`config.mk`:
```
export PLATFORM = sky130hd
export DESIGN_NAME = rtc_count_ctrl
export DESIGN_NICKNAME = d
export VERILOG_FILES = /design/src/rtl/rtc_count_ctrl.sv
export SDC_FILE = /design/constraint.sdc
export NUM_CORES = 1
export LEC_CHECK = 0
export CAP_MARGIN = 10
export CORE_ASPECT_RATIO = 0.8
export CORE_UTILIZATION = 46
export DETAILED_ROUTE_END_ITERATION = 10
export GPL_TIMING_DRIVEN = 0
export PLACE_DENSITY = 0.92
export SLEW_MARGIN = 20
export SYNTH_ARGS = -nofsm -noshare
export SYNTH_HDL_FRONTEND = slang
export SYNTH_SLANG_ARGS = --single-unit
```
`constraint.sdc`:
```
create_clock -name PCLK -period 2.9 [get_ports PCLK]
set_clock_uncertainty 0.1 [all_clocks]
set_input_delay 0.58 -clock PCLK [delete_from_list [all_inputs] [get_ports PCLK]]
set_output_delay 0.58 -clock PCLK [all_outputs]
set_load 0.02 [all_outputs]
```
`src/rtl/rtc_count_ctrl.sv`:
```
// Real-time counter controller: a prescaled up-counter with load handshake and an
// optional match interrupt.
// Latency: Count, Tick and RawInt are registered (1 cycle). LoadAck and Int are
// combinational from registered state.
// Backpressure: none. A load request is a level that is held until LoadAck.
//   A new load is accepted only after LoadReq has been seen low again.
//
// Configuration macro: RTC_MATCH_EN
//   defined   - match/interrupt logic is present.
//   undefined - RawInt and Int are tied low, and MatchData/IntMask/IntClr are ignored.
//
// Ports:
//   PCLK, PRESET        clock, synchronous active-high reset
//   RtcEn, Divisor      run enable, tick period minus one (PCLK cycles)
//   LoadReq/LoadData    counter load request (level) and value; LoadAck one-cycle ack
//   MatchData, IntMask  match compare value, interrupt output enable
//   IntClr              one-cycle clear of the match status
//   Count, Tick         counter value, pulse in the cycle Count shows an increment
//   RawInt, Int         match status, masked interrupt
//   State               FSM state: STOP=00, RUN=01, LOAD=10
module rtc_count_ctrl #(
   parameter int CNT_W = 32,
   parameter int DIV_W = 16
) (
   input  logic             PCLK,
   input  logic             PRESET,
   input  logic             RtcEn,
   input  logic [DIV_W-1:0] Divisor,
   input  logic             LoadReq,
   input  logic [CNT_W-1:0] LoadData,
   output logic             LoadAck,
   input  logic [CNT_W-1:0] MatchData,
   input  logic             IntMask,
   input  logic             IntClr,
   output logic [CNT_W-1:0] Count,
   output logic             Tick,
   output logic             RawInt,
   output logic             Int,
   output logic [1:0]       State
);

   typedef enum logic [1:0] {
      ST_STOP = 2'b00,
      ST_RUN  = 2'b01,
      ST_LOAD = 2'b10,
      ST_BAD  = 2'b11
   } state_t;

   state_t           state_q, state_d;
   logic [CNT_W-1:0] cnt_q, cnt_d;
   logic [DIV_W-1:0] presc_q, presc_d;
   logic             tick_q, tick_d;
   logic             armed_q, armed_d;
   logic             raw_q, raw_d;
   logic             cnt_upd;
   logic             load_go;

   // A request loads only once per assertion.
   // It must be seen low before it can arm again.
   assign load_go = LoadReq & armed_q;

   // FSM: state register
   always_ff @(posedge PCLK) begin
      if (PRESET) state_q <= ST_STOP;
      else        state_q <= state_d;
   end

   // FSM: next-state logic
   always_comb begin
      state_d = ST_STOP;
      unique case (state_q)
         ST_STOP: begin
            if (load_go)    state_d = ST_LOAD;
            else if (RtcEn) state_d = ST_RUN;
            else            state_d = ST_STOP;
         end
         ST_RUN: begin
            if (load_go)     state_d = ST_LOAD;
            else if (!RtcEn) state_d = ST_STOP;
            else             state_d = ST_RUN;
         end
         ST_LOAD: state_d = RtcEn ? ST_RUN : ST_STOP;
         default: state_d = ST_STOP;   // unreachable encoding recovers to STOP
      endcase
   end

   // FSM: outputs. A reset asserted during LOAD suppresses the acknowledge.
   always_comb begin
      LoadAck = (state_q == ST_LOAD) && !PRESET;
      State   = state_q;
   end

   // Prescaler, counter and load-arming datapath
   always_comb begin
      presc_d = '0;
      cnt_d   = cnt_q;
      tick_d  = 1'b0;
      cnt_upd = 1'b0;
      unique case (state_q)
         ST_RUN: begin
            // A pending load or a stop takes priority over counting.
            // In both cases the prescaler is left cleared.
            if (!load_go && RtcEn) begin
               // Use >= rather than == so that a Divisor lowered below the
               // current prescaler value ticks on the next cycle.
               if (presc_q >= Divisor) begin
                  cnt_d   = cnt_q + CNT_W'(1);
                  tick_d  = 1'b1;
                  cnt_upd = 1'b1;
               end else begin
                  presc_d = presc_q + DIV_W'(1);
               end
            end
         end
         ST_LOAD: begin
            cnt_d   = LoadData;
            cnt_upd = 1'b1;
         end
         default: ;
      endcase

      armed_d = armed_q;
      if (state_d == ST_LOAD) armed_d = 1'b0;
      else if (!LoadReq)      armed_d = 1'b1;
   end

`ifdef RTC_MATCH_EN
   // Match status sets only on an actual counter update.
   // A set outranks a clear issued in the same cycle.
   always_comb begin
      raw_d = raw_q;
      if (cnt_upd && (cnt_d == MatchData)) raw_d = 1'b1;
      else if (IntClr)                     raw_d = 1'b0;
   end
   assign Int = raw_q & IntMask;
`else
   logic unused_match;
   assign unused_match = ^{MatchData, IntMask, IntClr, cnt_upd};
   assign raw_d        = 1'b0;
   assign Int          = 1'b0;
`endif

   always_ff @(posedge PCLK) begin
      if (PRESET) begin
         cnt_q   <= '0;
         presc_q <= '0;
         tick_q  <= 1'b0;
         armed_q <= 1'b1;
         raw_q   <= 1'b0;
      end else begin
         cnt_q   <= cnt_d;
         presc_q <= presc_d;
         tick_q  <= tick_d;
         armed_q <= armed_d;
         raw_q   <= raw_d;
      end
   end

   assign Count  = cnt_q;
   assign Tick   = tick_q;
   assign RawInt = raw_q;

endmodule
```
After elaboration in Yosys (flattened, before gate mapping)
Index checks and enable logic that the tools add are counted.
{"block": "word_totals", "ff_bits": 52, "input_bits": 86, "output_inout_bits": 38}
{"block": "classes", "add_sub_neg": 2, "order_cmp": 1, "eq_ne": 6, "n_mux": 9, "bitwise_logic": 3, "reduce_logical": 10}
{"cell": "32-bit two-way mux", "count": 2}
{"cell": "32-bit one-hot mux with 2 select lines", "count": 1}
{"cell": "32-bit by 1-bit adder with 32-bit output (second input constant)", "count": 1}
{"cell": "16-bit by 1-bit adder with 16-bit output (second input constant)", "count": 1}
{"cell": "16-bit greater-or-equal comparator", "count": 1}
{"cell": "2-bit == test (second input constant)", "count": 2}
{"cell": "1-bit two-way mux", "count": 4}
{"cell": "2-bit inequality test (second input constant)", "count": 2}
{"cell": "2-bit one-hot mux with 2 select lines", "count": 1}
{"cell": "4-bit OR reduction", "count": 1}
{"cell": "3-bit AND reduction", "count": 1}
{"cell": "3-bit OR reduction", "count": 1}
{"cell": "2-bit by 1-bit == test with 1-bit output (second input constant)", "count": 1}
{"cell": "1-bit logical AND", "count": 2}
{"cell": "1-bit logical NOT", "count": 2}
{"cell": "2-bit logical NOT", "count": 1}
{"cell": "2-bit two-way mux", "count": 1}
{"cell": "2-bit by 1-bit inequality test with 1-bit output (second input constant)", "count": 1}
{"cell": "1-bit NOT", "count": 2}
{"cell": "2-bit nonzero test", "count": 1}
{"cell": "2-bit OR reduction", "count": 1}
{"cell": "1-bit bitwise AND", "count": 1}

Longest topological paths before layout
Gate-level depths: netlist (run 1).
{"block": "logic_depth", "depth_word": 5, "mapped_depth": 10, "depth_no_buf": 8}

Worst setup path after synthesis (run 1)
OpenSTA, ideal clock, no wires.
{"block": "synth_timing", "path_type": "input -> register", "from": "input port Divisor[13]", "to": "register cnt_q[0], in the netlist Count[0]", "t_arrival_ns": 2.486, "required_time_ns": 2.683, "setup_slack_ns": 0.197, "stages": 9, "n_path_buf": 1, "path_cell_list": "inv_1 > ha_1 > a21o_1 > a21o_1 > a2111oi_4 > a31oi_4 > or2_1 > buf_6 > a22o_1"}
{"block": "synth_via", "elab_chain_cells": 3}
{"element": "start, declared", "line": "28", "text": "input logic [DIV_W-1:0] Divisor,"}
{"element": "16-bit greater-or-equal comparator", "line": "106", "text": "if (presc_q >= Divisor) begin"}
{"element": "2-bit inequality test (no line)"}
{"element": "3-bit AND reduction (no line)"}
{"element": "end signal, assigned", "line": "151", "text": "cnt_q <= cnt_d;"}
{"element": "end, declared", "line": "50", "text": "logic [CNT_W-1:0] cnt_q, cnt_d;"}
Every way passes these cells.
A chain may end at the register's enable or synchronous reset.

Final worst setup path (run 1)
{"block": "layout_timing", "from": "input port Divisor[1]", "to": "register cnt_q[16], in the netlist Count[16]"}
Same word-level chain as after synthesis.

==> flow_summary.json, run 1 <==
{
  "slew_viol_final": 0,
  "maxCapViolations": 0,
  "crit_path_end_kind": "register",
  "yosysTopAreaCellShare": 0.302,
  "core_area_um2": 7060,
  "multi_input_area_um2": 2400,
  "violations": "negative setup slack",
  "ant_nets": 0,
  "ys_async_sr_fraction": 0,
  "rrSetupSlack_ps": 70,
  "antenna_found_initial": 0,
  "cts_tree": "done",
  "crit_path_start_kind": "input port",
  "status": "finished with violations",
  "wl_per_cell_um": 21.0,
  "ys_top_cells_by_count": "52 x dfxtp_1, 42 x inv_1, 39 x nor2_1",
  "hold_violations": 0,
  "firstDrtPassIters": 8,
  "synth-edff-count": 0,
  "fin_ws_ps": -10.8,
  "nNetsFinal": 650,
  "timing.slew.headroom": 0.410,
  "die_w_um": 98.7,
  "io-pin-count": 124,
  "r2r-start": "Count[0]",
  "crit_start": "Divisor[1]",
  "vias": 4242,
  "n_fill_cell": 475,
  "synthTopCellsByArea": "dfxtp_1 30%, ha_1 8.0%, inv_1 4.6%",
  "avgSynthCellArea_um2": 7.90,
  "die-area_um2": 7840,
  "syn_to_final_growth_pct": 44.0,
  "dpl.hpwl_mm": 8.45,
  "grt_pass1_vias": 3862,
  "antenna_cells": 0,
  "grt_overflow": 0,
  "port-buffer-count": 87,
  "place_ws_ps": -575,
  "initial_core_util": 0.488,
  "ys.warnings.count": 0,
  "fin_tns_setup_ps": -10.8,
  "synth_top_area_cell": "dfxtp_1",
  "synth_most_common_cell": "dfxtp_1",
  "worstPathArrival_ps": 2980,
  "yosysSeqAreaShare": 0.302,
  "leakage_uw": 0.00172,
  "whs_ps": 393,
  "groute.usage.overall": 0.306,
  "netlist_instances": 436,
  "via_per_inst": 6.73,
  "cts_made_buffers": 5,
  "gp_congestion": 0.927,
  "ctsHtreeMaxLevel": 2,
  "fp-row-count": 27,
  "min_to": "armed_q",
  "setup_viol": 1,
  "worst-endpoint-required_ps": 2970,
  "worstSkewPairLatency_ps": 320,
  "max_clock_freq_mhz": 344,
  "drive_gt1_frac": 0.147,
  "cts_sinks": 52,
  "p_per_area_nw_per_um2": 343,
  "power.ir.vdd_worst_uv": 205,
  "hp-class": "reg -> reg",
  "period_minus_slack_ps": 2910,
  "hold_depth": 2,
  "area.sequential_um2": 1040,
  "clk_pin_slew_ps": 100,
  "synthesis.area_um2": 3440,
  "ys_types": 61,
  "wl_mm": 13.2,
  "clockBufferDepth": 2,
  "drtIter0Drc": 540,
  "grt_max_degree": 17,
  "grt_pass1_wl_mm": 19.0,
  "timing.setup.critical_path_class": "in -> reg",
  "cp_max_fo": 7,
  "synth_seq_cells": 52,
  "reg2reg_to": "Count[14]",
  "synth-main-ff-cell": "dfxtp_1",
  "ff2ff_path_depth": 7,
  "max_slew.worst_pin.slew_ps": 877,
  "fin_crit_sh": 1.00,
  "die_h_um": 79.4,
  "hp-start": "armed_q",
  "root_buffer": "clkbuf_8",
  "drcViolationCount": 0
}
## through the flow
step           total power, uW  cells  instance area [um^2]   util
6_report                  1700    630                  4960  0.702
5_1_grt                   1750    630                  4960  0.702
4_1_cts                   1640    621                  4730  0.670
3_5_place_dp              1130    611                  4430  0.627
3_3_place_gp              1110    611                  4430  0.627
2_1_floorplan              957    437                  3450      -
## layout make-up
| cell class | count | area share |
|---|---|---|
| inverter | 42 | 0.0318 |
| buffer | 24 | 0.0321 |
| multi-input combinational | 319 | 0.483 |
| sequential | 52 | 0.210 |
| clock buffer | 5 | 0.0139 |
| clock inverter | 3 | 0.00858 |
| tap | 87 | 0.0220 |
| timing repair buffer | 98 | 0.198 |
## critical path, stage by stage
cell and delay, ps:
clkdlybuf4s50_1 460, inv_1 50, ha_1 290, a2111oi_1 80
or4b_4 580, and4_1 200, buf_6 140, o311ai_0 400
o21ai_0 210
## cells in the final DEF, fill, tap and decap left out, drive strengths merged, types with 4 or more instances in the layout
master	instances
nand4	12
ha	22
o22ai	10
buf	23
xor2	5
dlymetal6s2s	9
clkbuf	17
nor4	10
a21o	4
nand2	21
inv	42
o311ai	10
dfxtp	52
and3	9
a31oi	4
clkdlybuf4s50	75
o32ai	4
o211ai	5
o21a	5
o21ai	27
and2	4
nand3	28
a21oi	25
a221oi	10
xnor2	9
nor3	20
nor2	40
## registers in the layout, summed over array words and instances, names as in the netlist
signal / flops
Count: 32
presc_q: 16
State: 2
Tick: 1
armed_q: 1
## per-layer routing
layer / up-vias / global-route usage / wire [um]
met3: 104 / 0.0455 / 1550
met1: 1932 / 0.403 / 5070
li1: 1817 / - / -
met2: 389 / 0.504 / 5920
met4: 0 / 0.131 / 681
met5: - / 0 / 0
## what timing repair did
item / CTS / global route
buffers inserted: 2 / 8
gates resized for setup: 30 / 52
hold endpoints to repair: 0 / 0
pin swaps: 14 / 26
hold buffers: 0 / 0
setup endpoints to repair: 45 / 33
cloned: 0 / 1
## power by group
part	internal [uW]	switching, uW	leakage, uW
clock	256	264	0.0000541
combinational	181	237	0.00125
sequential	733	28.7	0.000420
total	1170	530	0.00172
## worst max path at each step
stage / endpoint / cells after the start
6_report: Count[16] / 9
5_1_grt: Count[30] / 10
4_1_cts: Count[27] / 11
3_5_place_dp: presc_q[7] / 10
3_3_place_gp: LoadAck / 5
2_1_floorplan: Count[0] / 9
## cells by family after synthesis
logic type | synth area share
buffers and inverters | 0.0828
AOI/OAI and AO/OA | 0.262
other | 0.00109
and+or+nand+nor | 0.234
xor gates and xnor gates | 0.0356
adders and majority gates | 0.0799
muxes | 0.00291
DFF | 0.302
Note: power is estimated with default switching activity, not from simulation.
==> run 2: changes to the inputs <==
GPL_ROUTABILITY_DRIVEN = 1   (was unset)
==> results of run 2 <==
Final layout, timing and power as in run 1 (identical DEF).
